`src/rtl/adc_capture_pkg.sv`:
```
// Shared types and default constants for the ADC sample capture block.
package adc_capture_pkg;

    typedef enum logic [1:0] {
        IDLE = 2'd0,
        CONV = 2'd1,
        READ = 2'd2,
        PUSH = 2'd3
    } state_t;

    localparam int unsigned DEF_SAMPLE_W    = 12;
    localparam int unsigned DEF_CONV_CYCLES = 2;
    localparam int unsigned DEF_SCLK_HALF   = 1;
    localparam int unsigned DEF_FIFO_DEPTH  = 4;
    localparam int unsigned DEF_CNT_W       = 16;

    // Bits needed to hold any value in 0..n.
    function automatic int unsigned cnt_bits(input int unsigned n);
        return (n < 1) ? 1 : $clog2(n + 1);
    endfunction

endpackage

```
`src/rtl/sample_fifo.sv`:
```
// Synchronous first-word-fall-through FIFO (DEPTH a power of two, >= 2).
// Latency: a write is visible at pop_dat/pop_vld the cycle after it is accepted.
// Backpressure: push_rdy drops when full unless a pop happens in the same cycle.
module sample_fifo #(
    parameter int unsigned W     = 13,
    parameter int unsigned DEPTH = 4
) (
    input  logic         clk_i,
    input  logic         rst_ni,
    input  logic         push_vld,
    output logic         push_rdy,
    input  logic [W-1:0] push_dat,
    output logic         pop_vld,
    input  logic         pop_rdy,
    output logic [W-1:0] pop_dat
);

    localparam int unsigned AW = $clog2(DEPTH);

    logic [W-1:0]  mem [DEPTH];
    logic [AW-1:0] wr_ptr_q;
    logic [AW-1:0] rd_ptr_q;
    logic [AW:0]   cnt_q;
    logic          push_fire;
    logic          pop_fire;

    assign pop_vld   = (cnt_q != '0);
    assign pop_fire  = pop_vld && pop_rdy;
    assign push_rdy  = (cnt_q != (AW+1)'(DEPTH)) || pop_fire;
    assign push_fire = push_vld && push_rdy;
    // Head is forced to zero when empty so the output never shows stale storage.
    assign pop_dat   = pop_vld ? mem[rd_ptr_q] : '0;

    always_ff @(posedge clk_i) begin
        if (push_fire) begin
            mem[wr_ptr_q] <= push_dat;
        end
    end

    always_ff @(posedge clk_i or negedge rst_ni) begin
        if (!rst_ni) begin
            wr_ptr_q <= '0;
            rd_ptr_q <= '0;
            cnt_q    <= '0;
        end else begin
            if (push_fire) begin
                wr_ptr_q <= wr_ptr_q + 1'b1;
            end
            if (pop_fire) begin
                rd_ptr_q <= rd_ptr_q + 1'b1;
            end
            case ({push_fire, pop_fire})
                2'b10:   cnt_q <= cnt_q + 1'b1;
                2'b01:   cnt_q <= cnt_q - 1'b1;
                default: cnt_q <= cnt_q;
            endcase
        end
    end

endmodule

```
`src/rtl/adc_sample_capture.sv`:
```
// Serial ADC capture: per convert edge, wait conversion, shift in one sample, queue it. Option: ADC_TEST_PATTERN_EN.
// Latency: convert edge to FIFO write 1+CONV_CYCLES+2*SCLK_HALF*SAMPLE_W+1 cycles; m_valid_o one cycle later.
// Backpressure: m_ready_i low fills the FIFO; later samples are discarded and flagged on overflow_o.
module adc_sample_capture
    import adc_capture_pkg::*;
#(
    parameter int unsigned SAMPLE_W    = DEF_SAMPLE_W,
    parameter int unsigned CONV_CYCLES = DEF_CONV_CYCLES,
    parameter int unsigned SCLK_HALF   = DEF_SCLK_HALF,
    parameter int unsigned FIFO_DEPTH  = DEF_FIFO_DEPTH,
    parameter int unsigned CNT_W       = DEF_CNT_W
) (
    input  logic                clk_i,
    input  logic                rst_ni,
    input  logic                convert_i,
    input  logic                ping_i,
    input  logic                sdo_i,
    output logic                cs_n_o,
    output logic                sclk_o,
    output logic [SAMPLE_W-1:0] m_data_o,
    output logic                m_sof_o,
    output logic                m_valid_o,
    input  logic                m_ready_i,
`ifdef ADC_TEST_PATTERN_EN
    input  logic                test_pattern_i,
`endif
    output logic [CNT_W-1:0]    sample_count_o,
    output logic                dropped_o,
    output logic                overflow_o
);

    localparam int unsigned TMR_W  = cnt_bits(CONV_CYCLES);
    localparam int unsigned HALF_W = cnt_bits(SCLK_HALF);
    localparam int unsigned BIT_W  = cnt_bits(SAMPLE_W);

    state_t              state_q, state_d;
    logic [TMR_W-1:0]    tmr_q, tmr_d;
    logic [HALF_W-1:0]   half_q, half_d;
    logic [BIT_W-1:0]    bit_q, bit_d;
    logic                sclk_q, sclk_d;
    logic                cs_n_q, cs_n_d;
    logic                shift_en;
    logic                push_vld;

    logic                convert_q;
    logic                ping_q;
    logic                conv_edge;
    logic                ping_edge;
    logic [SAMPLE_W-1:0] shift_q;
    logic                sof_pend_q;
    logic [CNT_W-1:0]    count_q;
    logic                dropped_q;
    logic                overflow_q;

    logic                push_rdy;
    logic [SAMPLE_W-1:0] sample_sel;
    logic [SAMPLE_W:0]   push_dat;
    logic [SAMPLE_W:0]   head_dat;

    assign conv_edge = convert_i && !convert_q;
    assign ping_edge = ping_i && !ping_q;

    always_ff @(posedge clk_i or negedge rst_ni) begin
        if (!rst_ni) begin
            state_q <= IDLE;
            tmr_q   <= '0;
            half_q  <= '0;
            bit_q   <= '0;
            sclk_q  <= 1'b0;
            cs_n_q  <= 1'b1;
        end else begin
            state_q <= state_d;
            tmr_q   <= tmr_d;
            half_q  <= half_d;
            bit_q   <= bit_d;
            sclk_q  <= sclk_d;
            cs_n_q  <= cs_n_d;
        end
    end

    always_comb begin
        state_d  = state_q;
        tmr_d    = tmr_q;
        half_d   = half_q;
        bit_d    = bit_q;
        sclk_d   = sclk_q;
        cs_n_d   = cs_n_q;
        shift_en = 1'b0;
        push_vld = 1'b0;
        case (state_q)
            IDLE: begin
                if (conv_edge) begin
                    state_d = CONV;
                    tmr_d   = '0;
                end
            end
            CONV: begin
                if (tmr_q == TMR_W'(CONV_CYCLES - 1)) begin
                    state_d = READ;
                    cs_n_d  = 1'b0;
                    sclk_d  = 1'b0;
                    half_d  = '0;
                    bit_d   = '0;
                end else begin
                    tmr_d = tmr_q + 1'b1;
                end
            end
            READ: begin
                if (half_q == HALF_W'(SCLK_HALF - 1)) begin
                    half_d = '0;
                    sclk_d = !sclk_q;
                    // Data is taken on the edge that drives sclk low.
                    if (sclk_q) begin
                        shift_en = 1'b1;
                        bit_d    = bit_q + 1'b1;
                        if (bit_q == BIT_W'(SAMPLE_W - 1)) begin
                            state_d = PUSH;
                            cs_n_d  = 1'b1;
                        end
                    end
                end else begin
                    half_d = half_q + 1'b1;
                end
            end
            PUSH: begin
                push_vld = 1'b1;
                state_d  = IDLE;
            end
            default: state_d = IDLE;
        endcase
    end

`ifdef ADC_TEST_PATTERN_EN
    assign sample_sel = test_pattern_i ? count_q[SAMPLE_W-1:0] : shift_q;
`else
    assign sample_sel = shift_q;
`endif

    // A ping landing on the PUSH cycle still tags this sample as start-of-frame.
    assign push_dat = {sof_pend_q || ping_edge, sample_sel};

    always_ff @(posedge clk_i or negedge rst_ni) begin
        if (!rst_ni) begin
            convert_q  <= 1'b0;
            ping_q     <= 1'b0;
            shift_q    <= '0;
            sof_pend_q <= 1'b0;
            count_q    <= '0;
            dropped_q  <= 1'b0;
            overflow_q <= 1'b0;
        end else begin
            convert_q <= convert_i;
            ping_q    <= ping_i;
            if (shift_en) begin
                shift_q <= {shift_q[SAMPLE_W-2:0], sdo_i};
            end
            if (ping_edge) begin
                sof_pend_q <= 1'b1;
            end else if (push_vld) begin
                sof_pend_q <= 1'b0;
            end
            if (ping_edge) begin
                count_q <= '0;
            end else if (push_vld && push_rdy && (count_q != '1)) begin
                count_q <= count_q + 1'b1;
            end
            if (ping_edge) begin
                dropped_q <= 1'b0;
            end else if (conv_edge && (state_q != IDLE)) begin
                dropped_q <= 1'b1;
            end
            if (ping_edge) begin
                overflow_q <= 1'b0;
            end else if (push_vld && !push_rdy) begin
                overflow_q <= 1'b1;
            end
        end
    end

    sample_fifo #(
        .W     (SAMPLE_W + 1),
        .DEPTH (FIFO_DEPTH)
    ) u_fifo (
        .clk_i    (clk_i),
        .rst_ni   (rst_ni),
        .push_vld (push_vld),
        .push_rdy (push_rdy),
        .push_dat (push_dat),
        .pop_vld  (m_valid_o),
        .pop_rdy  (m_ready_i),
        .pop_dat  (head_dat)
    );

    assign m_data_o       = head_dat[SAMPLE_W-1:0];
    assign m_sof_o        = head_dat[SAMPLE_W];
    assign cs_n_o         = cs_n_q;
    assign sclk_o         = sclk_q;
    assign sample_count_o = count_q;
    assign dropped_o      = dropped_q;
    assign overflow_o     = overflow_q;

endmodule
```
`config.mk`:
```
export PLATFORM = sky130hd
export DESIGN_NAME = adc_sample_capture
export DESIGN_NICKNAME = d
export VERILOG_FILES = /design/src/rtl/adc_capture_pkg.sv /design/src/rtl/sample_fifo.sv /design/src/rtl/adc_sample_capture.sv
export SDC_FILE = /design/constraint.sdc
export NUM_CORES = 1
export LEC_CHECK = 0
export BUFFER_PORTS_ARGS = -buffer_cell sky130_fd_sc_hd__buf_2
export CAP_MARGIN = 20
export CORE_MARGIN = 5
export CORE_UTILIZATION = 48
export DETAILED_ROUTE_END_ITERATION = 8
export PLACE_DENSITY = 0.69
export SKIP_CTS_REPAIR_TIMING = 1
export SYNTH_ARGS = -nofsm -noshare
export SYNTH_HDL_FRONTEND = slang
export SYNTH_SLANG_ARGS = --single-unit
```
`constraint.sdc`:
```
create_clock -name clk_i -period 4.4 [get_ports clk_i]
set_clock_uncertainty 0.05 [all_clocks]
set_input_delay 0.44 -clock clk_i [delete_from_list [all_inputs] [get_ports clk_i]]
set_output_delay 0.44 -clock clk_i [all_outputs]
set_load 0.02 [all_outputs]
```
* Yosys cells after proc, flatten, opt, wreduce, memory -nomap -nowiden
Memories as Yosys holds them, arrays and structs flattened.
Cells that the tools add are included.
** Cells by class
- Multiplexer cells :: 38
- Eq/ne operators :: 15
- Reductions and logical operators :: 29
- Add/subtract/negate cells :: 8
** Operator list (count)
- 16-bit 2-to-1 mux :: 2
- 1-bit 2-to-1 mux :: 18
- 16-bit by 1-bit adder with 16-bit output (second input constant) :: 1
- 16-bit != test (second input constant) :: 1
- 2-bit nonzero test :: 8
- 2-bit 2-to-1 mux :: 7
- 13-bit 2-to-1 mux :: 1
- 4-bit 2-to-1 mux :: 3
- 2-bit != test (second input constant) :: 6
- 5-bit AND reduction :: 2
- 2-bit one-hot mux with 4 select lines :: 1
- 4-bit one-hot mux with 2 select lines :: 1
- 1-bit logical AND :: 7
- 2-bit by 1-bit adder with 2-bit output (second input constant) :: 3
- 2-bit by 1-bit equality test with 1-bit output (second input constant) :: 3
- 2-bit equality test (second input constant) :: 3
- 1-bit one-hot mux with 2 select lines :: 3
- 3-bit one-hot mux with 2 select lines :: 1
- 3-bit AND reduction :: 2
- 4-bit by 1-bit adder with 4-bit output (second input constant) :: 1
- 4-bit equality test (second input constant) :: 1
- 1-bit logical NOT :: 4
- 2-bit one-hot mux with 2 select lines :: 1
- 4-bit AND reduction :: 1
- other kinds (8) :: 9
** Storage, ports and cells
- Register bits :: 51
- RAM bits :: 52
- Memories :: 1
** Memories
- u_fifo.mem :: words 4, bits a word 13, read ports 1, clocked after Yosys merged registers in 0, wr ports 1, line sample_fifo.sv:20 : logic [W-1:0] mem [DEPTH];

* Depth between registers and ports, before layout
- Depth after elaboration :: 7
- Gate-level depth with buffers :: 11
- Gate-level depth less buffers :: 10

* Modules after synthesis
A second synthesis with hierarchy kept.
** Unflattened totals
- Cell total of the unflattened synthesis :: 341
- Area, all modules :: 4604.4 um^2
** By module, submodules not included
- sample_fifo :: area each 2466.1 um^2, cells each 134, instances 1, seq. area each 1736.7 um^2
- adc_sample_capture :: area each 2138.3 um^2, cells each 207, instances 1, seq. area each 1077.3 um^2

* Worst setup path before layout
OpenSTA, ideal clock, no wires.
- Path type :: reg-to-reg
- From :: reg u_fifo.cnt_q[0]
- To :: reg u_fifo.cnt_q[2]
- Clock period less this slack :: 2257 ps
- Setup slack :: 2143 ps
- Arrival :: 2127 ps
- Library setup time :: 79 ps
- Data required time :: 4271 ps
- Cell stages (with the launch flop) :: 11
- Path through :: dfrtp_1 > nor4b_4 > nor2_8 > inv_4 > buf_4 > ha_1 > inv_1 > fa_1 > xor2_1 > nor2_1 > xor2_1
** Between the ends
- Cells in the longest elaborated chain, start to end :: 6
- Elaborated cells between the ends (all ways) :: 11
- Classes of those cells :: add/sub (2); eq/ne (3); mux (1); reduce/logical (5)
** Ends and longest elaborated chain
- from (decl) :: line sample_fifo.sv:23 : logic [AW:0] cnt_q;
- from (signal assigned) :: line sample_fifo.sv:53 : 2'b10: cnt_q <= cnt_q + 1'b1;
- from (signal assigned) :: line sample_fifo.sv:54 : 2'b01: cnt_q <= cnt_q - 1'b1;
- from (signal assigned) :: line sample_fifo.sv:55 : default: cnt_q <= cnt_q;
- 3-bit nonzero test :: line sample_fifo.sv:27 : assign pop_vld = (cnt_q != '0);
- 1-bit logical AND :: line sample_fifo.sv:28 : assign pop_fire = pop_vld && pop_rdy;
- 1-bit logical OR :: line sample_fifo.sv:29 : assign push_rdy = (cnt_q != (AW+1)'(DEPTH)) || pop_fire;
- 1-bit logical AND :: line sample_fifo.sv:30 : assign push_fire = push_vld && push_rdy;
- 2-bit by 1-bit equality test with 1-bit output or 2-bit equality test (tied branches) :: line sample_fifo.sv:52 : case ({push_fire, pop_fire})
- 3-bit one-hot mux with 2 select lines or 2-bit nonzero test (tied branches)
Parallel ways exist; a longest one is shown, timed or not.
A chain may end at the register's enable or synchronous reset.

* Final worst setup path
- From :: reg u_fifo.rd_ptr_q[0]
- To :: out m_data_o[0]
** Between the ends
- Cells in the longest elaborated chain, start to end :: 2
** Ends and longest elaborated chain
- from (decl) :: line sample_fifo.sv:22 : logic [AW-1:0] rd_ptr_q;
- from (signal assigned) :: line sample_fifo.sv:50 : rd_ptr_q <= rd_ptr_q + 1'b1;
- memory 4 x 13 bit
- 13-bit 2-to-1 mux :: line sample_fifo.sv:32 : assign pop_dat = pop_vld ? mem[rd_ptr_q] : '0;
- to (decl) :: line adc_sample_capture.sv:20 : output logic [SAMPLE_W-1:0] m_data_o,
Every way passes these cells.

==> metrics.md <==
| Metric | Value |
|---|---|
| Synth Register Bits | `102` |
| Largest net degree at the start of global routing | `51` |
| Largest family of logic cells by synthesized area | `simple AND/OR/NAND/NOR gates` |
| Area delta synth->final | `10.99%` |
| Achievable Freq | `0.3699 GHz` |
| Cell area after synthesis | `4647 sq um` |
| Share of cells above drive strength 1 | `0.2546` |
| Synth top area cells | `edfxtp_1, dfrtp_1, mux4_2, ha_1, mux2_2` |
| Worst Hold Class | `input pin to async pin` |
| CP arrival | `2.21 ns` |
| Synthesized netlist cell count | `333` |
| Final Power | `0.003112 W` |
| Total number of vias | `2,794` |
| GP Congestion | `0.7706` |
| Critical Path RT | `3.91 ns` |
| Core area | `9594 sq um` |
| Site row count | `36` |
| Final core occ | `0.5376` |
| Tcrit/Tclk final | `0.6145` |
| First-pass GRT wire length | `13,970 um` |
| Total wire length | `8229 um` |
| Crit path capture type | `primary output` |
| Leak pwr | `2.047 nW` |
| Reg clk slew, reported paths | `0.10 ns` |
| Synth Area in Simple Gates | `0.1432` |
| Worst skew pair latency | `0.36 ns` |
| Yosys top cell area share | `0.3360` |
| GRT Util Overall | `0.1526` |
| Count of pins over their slew limit | `0` |
| Max-slew headroom | `0.4085` |
| Sink Count | `102` |
| Initial antenna violation count | `0` |
| Diode count | `0` |
| Starting Density | `0.4844` |
| Async set or reset register ratio after synthesis | `0.4902` |
| EDFF count, synth | `52` |
| CTS tree | `done` |
| Worst vdd ir | `0.0002470 V` |
| Post-synthesis adder-cell area fraction | `0.03662` |
| Num ports | `40` |
| Cell area after layout | `5157 sq um` |
| DR WL/cell | `16.14 um` |
| Power Density | `603.4 nW/um^2` |
| Die ar. | `11,750 sq um` |
| Mux contribution to synthesized area | `0.1007` |
| First-pass iteration count of the detailed router | `4` |
| Outcome | `completed` |
| Post-Place Worst Slack | `1.961 ns` |
| Synth cell types | `59` |
| Cell Area, Placed | `4960 sq um` |
| # setup viols final | `0` |
| Post-Syn Nets | `352` |
| RSZ-0062 raised after global routing | `no` |
| Setup TNS | `0 ns` |
| H-tree depth | `3` |
| Via-to-Cell Ratio | `5.478` |
| Final WS setup | `1.696 ns` |
| Register area share after synthesis | `0.6055` |
| Nets | `391` |
| Kind of critical path | `register to primary output` |
| Layout fillers | `811` |
| GRT overflow | `0` |
| Starting DRC count in detailed routing | `100` |
| ANT nets after route | `0` |
| Clock Tree Buf Depth | `2` |
| Main synth FF type | `edfxtp_1` |
| YS warnings | `0` |
| Setup crit start kind | `register` |
| Die width | `108.4 um` |
| DP Wirelength | `5346 um` |
| Vias in the first global route | `2,794` |
| Post-synthesis xor/xnor area fraction | `0.01319` |
| Minimum clock period after layout | `2.704 ns` |
| PortBufs | `39` |
| DRC errors left | `0` |
| Die Height | `108.4 um` |
| Root buf cell | `clkbuf_8` |
| Synthesized area per cell | `13.95 sq um` |
| Yosys top cell by area | `edfxtp_1` |
| Max_cap viols | `0` |
| Synth Area in Compound Gates | `0.07297` |
| Hold Fails Final Rpt | `0` |
| Worst-margin pin slew | `0.8873 ns` |
| TritonCTS Buffers | `9` |
| Critical Path Fanout Max | `15` |
## cells in the mapped netlist, drive strengths merged (2+ instances only)
cell	count
and4	5
inv	14
and3	7
nor2	14
dfrtp	49
or3	2
edfxtp	52
ha	12
a22oi	2
nand2b	7
a21oi	17
mux2i	4
nand3	9
or4	8
nor2b	2
o31ai	7
o21ai	12
nand2	13
xnor2	4
a211oi	2
nand4	7
nor4	4
mux4	13
nor3	2
a22o	2
clkbuf	7
xor2	3
mux2	12
buf	7
and2	16
## cells in the final DEF (no fill, tap or decap), drive strengths merged, types with 3 or more instances in the layout
cell type	synthesis	final
edfxtp	52	52
dfrtp	49	49
buf	7	42
inv	14	18
a21oi	17	17
and2	16	16
nor2	14	14
mux4	13	13
nand2	13	13
mux2	12	12
ha	12	12
o21ai	12	12
clkbuf	7	9
nand3	9	9
or4	8	8
and3	7	7
nand2b	7	7
o31ai	7	7
nand4	7	7
and4	5	5
mux2i	4	4
xnor2	4	4
nor4	4	4
xor2	3	3
clkinv	0	3
## state kept, by name (all words and copies together), names as in the netlist, 2 cells and up
signal           cells
u_fifo.mem          52
u_fifo.wr_ptr_q      2
tmr_q                2
bit_q                4
u_fifo.rd_ptr_q      2
sample_sel          12
sample_count_o      16
state_q              2
u_fifo.cnt_q         3
## layer usage
metal	up-vias	wire length, um	track usage
li1	1348	-	-
met1	1398	3963	0.2129
met2	44	3870	0.2376
met3	4	338	0.04000
met4	0	56	0.04328
met5	-	0	0
## report_power, final
group | switching [W] | total, W | internal [W] | leakage [nW]
Sequential | 0.000226 | 0.00148 | 0.00125 | 1.12
Combinational | 0.000564 | 0.00105 | 0.000487 | 0.828
Clock | 0.000357 | 0.000581 | 0.000225 | 0.101
## per-stage QoR
step                instances  hold WS (ns)
floorplan                 333       0.09441
global placement          494        0.4050
detailed placement        494        0.4100
CTS                       510        0.1257
global route              510        0.1194
finish                    510        0.1150
## final timing paths
kind / start / end / slack, ns / cells past startpoint
min reg2reg: sof_pend_q / sof_pend_q / 0.43 / 1
min in group clk_i: convert_i / convert_q / 0.15 / 1
min: rst_ni / u_fifo.rd_ptr_q[1] / 0.11 / 2
max: u_fifo.rd_ptr_q[0] / m_data_o[0] / 1.70 / 3
max reg2reg: u_fifo.cnt_q[0] / u_fifo.cnt_q[2] / 2.02 / 9
max in group asynchronous: rst_ni / sample_count_o[0] / 3.71 / 2
## layout make-up
type | instances | area, sq um | share of cell area
Sequential cell | 102 | 2814 | 0.5456
Tap cell | 133 | 166.4 | 0.03227
Timing Repair Buffer | 42 | 217.7 | 0.04221
Inverter | 14 | 57.56 | 0.01116
Clock inverter | 7 | 73.82 | 0.01431
Multi-Input combinational cell | 203 | 1704 | 0.3304
Clock buffer | 9 | 123.9 | 0.02402
## worst max-delay path: stages, from the launching register on
cell     delay, ns
dfrtp_1       0.94
mux4_2        0.60
and2_1        0.17
buf_2         0.15
## kinds of logic after synthesis
group	after synthesis
DFF	102
and+or+nand+nor	101
AOI/OAI and AO/OA	53
muxes	29
buffers and inverters	28
adders and majority gates	13
xor gates and xnor gates	7
Power figures use the tool's default switching activity.
